[config.mk]
export PLATFORM = sky130hd
export DESIGN_NAME = fetch_seq
export DESIGN_NICKNAME = d
export VERILOG_FILES = /design/src/rtl/fetch_seq.sv
export SDC_FILE = /design/constraint.sdc
export NUM_CORES = 1
export LEC_CHECK = 0
export BUFFER_PORTS_ARGS = -buffer_cell sky130_fd_sc_hd__buf_2
export CORE_UTILIZATION = 29
export DETAILED_ROUTE_END_ITERATION = 6
export PLACE_DENSITY = 0.6
export SETUP_SLACK_MARGIN = 0.02
export SYNTH_ARGS = -nofsm -noshare
export SYNTH_HDL_FRONTEND = slang
export SYNTH_SLANG_ARGS = --single-unit
[constraint.sdc]
create_clock -name clk -period 5 [get_ports clk]
set_clock_uncertainty 0.1 [all_clocks]
set_input_delay 0.5 -clock clk [delete_from_list [all_inputs] [get_ports clk]]
set_output_delay 0.5 -clock clk [all_outputs]
set_load 0.05 [all_outputs]
[src/rtl/fetch_seq.sv]
// Instruction-fetch / program-counter sequencer: FETCH -> EXEC -> next PC, with HLT stop.
// Optional macro FETCH_SEQ_HALT_RESUME_EN adds a resume input that leaves HALT at pc+1.
module fetch_seq #(
    parameter logic [11:0] RESET_PC = 12'h000,
    parameter int          CNT_W    = 16
) (
    input  logic             clk,
    input  logic             rst,
`ifdef FETCH_SEQ_HALT_RESUME_EN
    input  logic             resume,
`endif
    output logic             imem_req,
    output logic [11:0]      imem_addr,
    input  logic             imem_ack,
    input  logic [15:0]      imem_rdata,
    output logic [11:0]      pc,
    output logic [15:0]      instr,
    output logic             instr_valid,
    input  logic             ex_done,
    input  logic             jflag,
    input  logic [11:0]      jdest,
    output logic             halted,
    output logic [CNT_W-1:0] retired,
    output logic [1:0]       dbg_state
);

    typedef enum logic [1:0] {
        S_FETCH = 2'd0,
        S_EXEC  = 2'd1,
        S_HALT  = 2'd2
    } state_t;

    state_t           r_state;
    logic [11:0]      r_fetch_pc;
    logic [11:0]      r_pc;
    logic [15:0]      r_instr;
    logic             r_instr_valid;
    logic             r_halted;
    logic [CNT_W-1:0] r_retired;

    logic             w_is_hlt;
    logic             w_resume;

    assign w_is_hlt = (r_instr[15:14] == 2'b11) && (r_instr[7:4] == 4'b1111);

`ifdef FETCH_SEQ_HALT_RESUME_EN
    assign w_resume = resume;
`else
    assign w_resume = 1'b0;
`endif

    // jflag/jdest are only looked at inside the EXEC ex_done branch, so
    // garbage on them during FETCH or HALT cannot disturb any state.
    always_ff @(posedge clk) begin
        if (rst) begin
            r_state       <= S_FETCH;
            r_fetch_pc    <= RESET_PC;
            r_pc          <= RESET_PC;
            r_instr       <= 16'h0000;
            r_instr_valid <= 1'b0;
            r_halted      <= 1'b0;
            r_retired     <= '0;
        end else begin
            case (r_state)
                S_FETCH: begin
                    if (imem_ack) begin
                        r_instr       <= imem_rdata;
                        r_pc          <= r_fetch_pc;
                        r_instr_valid <= 1'b1;
                        r_state       <= S_EXEC;
                    end
                end
                S_EXEC: begin
                    if (ex_done) begin
                        r_retired     <= r_retired + CNT_W'(1);
                        r_instr_valid <= 1'b0;
                        if (w_is_hlt) begin
                            r_halted <= 1'b1;
                            r_state  <= S_HALT;
                        end else if (jflag) begin
                            r_fetch_pc <= jdest;
                            r_state    <= S_FETCH;
                        end else begin
                            r_fetch_pc <= r_pc + 12'd1;
                            r_state    <= S_FETCH;
                        end
                    end
                end
                S_HALT: begin
                    if (w_resume) begin
                        r_fetch_pc <= r_pc + 12'd1;
                        r_halted   <= 1'b0;
                        r_state    <= S_FETCH;
                    end
                end
                default: begin
                    r_state       <= S_FETCH;
                    r_instr_valid <= 1'b0;
                end
            endcase
        end
    end

    assign imem_req    = (r_state == S_FETCH);
    assign imem_addr   = r_fetch_pc;
    assign pc          = r_pc;
    assign instr       = r_instr;
    assign instr_valid = r_instr_valid;
    assign halted      = r_halted;
    assign retired     = r_retired;
    assign dbg_state   = r_state;

endmodule

==> impl_metrics.tcl <==
set metrics [dict create \
    whs_ns 0.303 \
    numCtsBuffers 9 \
    hold_viol 0 \
    worst_hold_path_type "input pin to register" \
    finalMaxSlewViolations 0 \
    netlist_area_sq_um 2600 \
    synth_seq_area_share_pct 46.2 \
    final_nets 446 \
    clock_path_buffers 2 \
    worst-setup-path-type "register to register" \
    fin_util_pct 38.0 \
    cp.required_ns 5.12 \
    die_area_sq_um 9360 \
    fin_crit_ns 2.08 \
    syn_inst 323 \
    max_slew_margin_pct 25.2 \
    worst_pin_slew_ns 1.11 \
    cts-root-buf "clkbuf_8" \
    postRouteAntennaNets 0 \
    layout_common_cells "buf_2 (93), nand2_1 (74), dfxtp_1 (60), a21oi_1 (43), nor2_1 (15)" \
    initial_utilization_pct 29.8 \
    synth-seq-cells 60 \
    hold_buffers 0 \
    cp_cell_sequence "nand4_1, o21ai_1, nor3_1, a221o_1" \
    yosys_warnings 0 \
    status "completed" \
    wirelength_mm 6.81 \
    gr-total-overflow 0 \
    gp_congestion 0.742 \
    antenna_cells 0 \
    drtIter0Drc 91 \
    cts_setup_buffers 0 \
    max-cap-violations 0 \
    port_buffers 93 \
    r2r-end "imem_addr[11]$_SDFFE_PP0P_" \
    area_growth_pct 27.4 \
    vias_per_cell 4.86 \
    rows 34 \
    slowest_stage "o21ai_1" \
    n_fill_cell 929 \
    p_leak_uw 0.00139 \
    grt_pass1_vias 2434 \
    dr_total_vias 2544 \
    dp_hpwl_mm 4.64 \
    grt_max_degree 61 \
    p_per_area_nw_per_um2 317 \
    crit_path_start_kind "register" \
    cts_tree "done" \
    clock-sinks 60 \
    cts_resized 0 \
    worst-endpoint-arrival_ns 2.20 \
    syn_nets 358 \
    ir_drop_mv 0.165 \
    synthFlopType "dfxtp_1" \
    finalSetupTns_ns 0 \
    seqCellArea_sq_um 1200 \
    synth_edf_count 0 \
    dr.pass1.iters 4 \
    wl_per_cell_microns 13.0 \
    cpPeakStageDelay_ns 0.89 \
    fin_crit_sh_pct 41.7 \
    drive_above_1_share_pct 27.2 \
    grtUsageTotal_pct 15.1 \
    endpoint "imem_addr[11]$_SDFFE_PP0P_" \
    clkLatencyLatePin_ns 0.33 \
    worstPathMaxFanout 15 \
    endpoint_kind "register" \
    drc 0 \
    setup_viol 0 \
    ios 94 \
    die_w_microns 96.7 \
    clock_tree.htree_level_count 3 \
    rrSetupSlack_ns 2.92 \
    worstSetupStartpoint "instr[14]$_SDFFE_PP0P_" \
    p_total_uw 1050 \
    final_common_cell "buf_2" \
    core_area_sq_um 8720 \
    rsz0062_at_grt "no" \
    clkTransAtPathRegs_ns 0.07 \
    ff2ff_path_depth 4 \
    syn_area_per_cell_sq_um 8.06 \
    r2r-start "instr[14]$_SDFFE_PP0P_" \
    fmax_ghz 0.480 \
    grt_pass1_wl_mm 11.5 \
    synth_cell_type_count 39 \
    antenna_found_initial 0 \
    async_flop_share_pct 0 \
    multiInputGateArea_sq_um 1290 \
    die_height_microns 96.7 \
]
[power by group]
part	total, uW	internal [uW]	switching, uW
combinational	139	36.5	102
clock	409	231	179
sequential	504	493	11.0
[per-stage QoR]
stage          cell area, sq um  instances  setup WS (ns)
6_report                   3320        523           2.92
4_1_cts                    3320        523           2.92
2_1_floorplan              2600        323           2.97
3_5_place_dp               3130        508           2.84
3_3_place_gp               3130        508           2.88
5_1_grt                    3320        523           2.71
[how the worst min path moves through the flow]
stage	from	endpoint	slack (ns)	cells after the start
after global routing	imem_rdata[9]	instr[9]$_SDFFE_PP0P_	0.29	3
after floorplan	rst	imem_addr[6]$_SDFFE_PP0P_	0.50	1
after CTS	imem_rdata[14]	instr[14]$_SDFFE_PP0P_	0.29	3
final	imem_rdata[14]	instr[14]$_SDFFE_PP0P_	0.30	3
after global placement	halted$_SDFFE_PP0P_	halted$_SDFFE_PP0P_	0.34	2
after detailed placement	instr[8]$_SDFFE_PP0P_	instr[8]$_SDFFE_PP0P_	0.34	2
[registers in the layout, summed over array words and instances, names as in the netlist]
| name | flops |
|---|---|
| pc | 12 |
| instr_valid | 1 |
| imem_addr | 12 |
| retired | 16 |
| dbg_state | 2 |
| instr | 16 |
| halted | 1 |
[routing by layer]
layer	share of wire [%]	vias up	global-route usage (%)
met3	6.3	11	5.20
met2	47	74	25.0
met1	45	1164	18.3
met5	0	-	0
met4	1.6	0	5.17
li1	-	1295	-
[kinds of logic after synthesis]
group | share of synthesized area [%]
AO/OA/AOI/OAI | 16.5
AND/OR/NAND/NOR | 27.3
XOR/XNOR | 4.04
adder cells (fa/ha/maj) | 0.961
flip-flops | 46.2
buffers and inverters | 4.28
multiplexers | 0.769
[synthesized netlist by cell type (3+ instances only)]
cell	count	area (sq um)
xnor2_1	4	35.0
nand2b_1	8	50.1
nor3_1	7	35.0
o21ai_0	10	50.1
nand4_1	7	43.8
o31ai_1	6	45.0
a21oi_1	43	215
nor4_1	4	25.0
buf_6	3	33.8
nand3_1	14	70.1
clkbuf_1	12	45.0
nor2b_1	3	18.8
nor2_1	16	60.1
o31a_1	3	26.3
or3_1	4	25.0
or4_1	3	22.5
nand2_1	74	278
dfxtp_1	60	1200
xor2_1	8	70.1
o21a_1	3	22.5
inv_1	5	18.8
[cell type report]
cell class / instances / area share [%]
clock buffers: 14 / 5.51
multi-input cells: 240 / 39.0
repair buffers: 95 / 14.5
clock inverters: 1 / 0.151
well taps: 108 / 4.08
flip-flops and latches: 60 / 36.2
inverters: 5 / 0.566
[worst max-delay path: cells and delay by family (launching register included)]
kind	cells	cell delay, ns
and+or+nand+nor	2	0.25
DFF	1	0.36
AOI/OAI and AO/OA	2	1.26
Power figures use the tool's default switching activity.
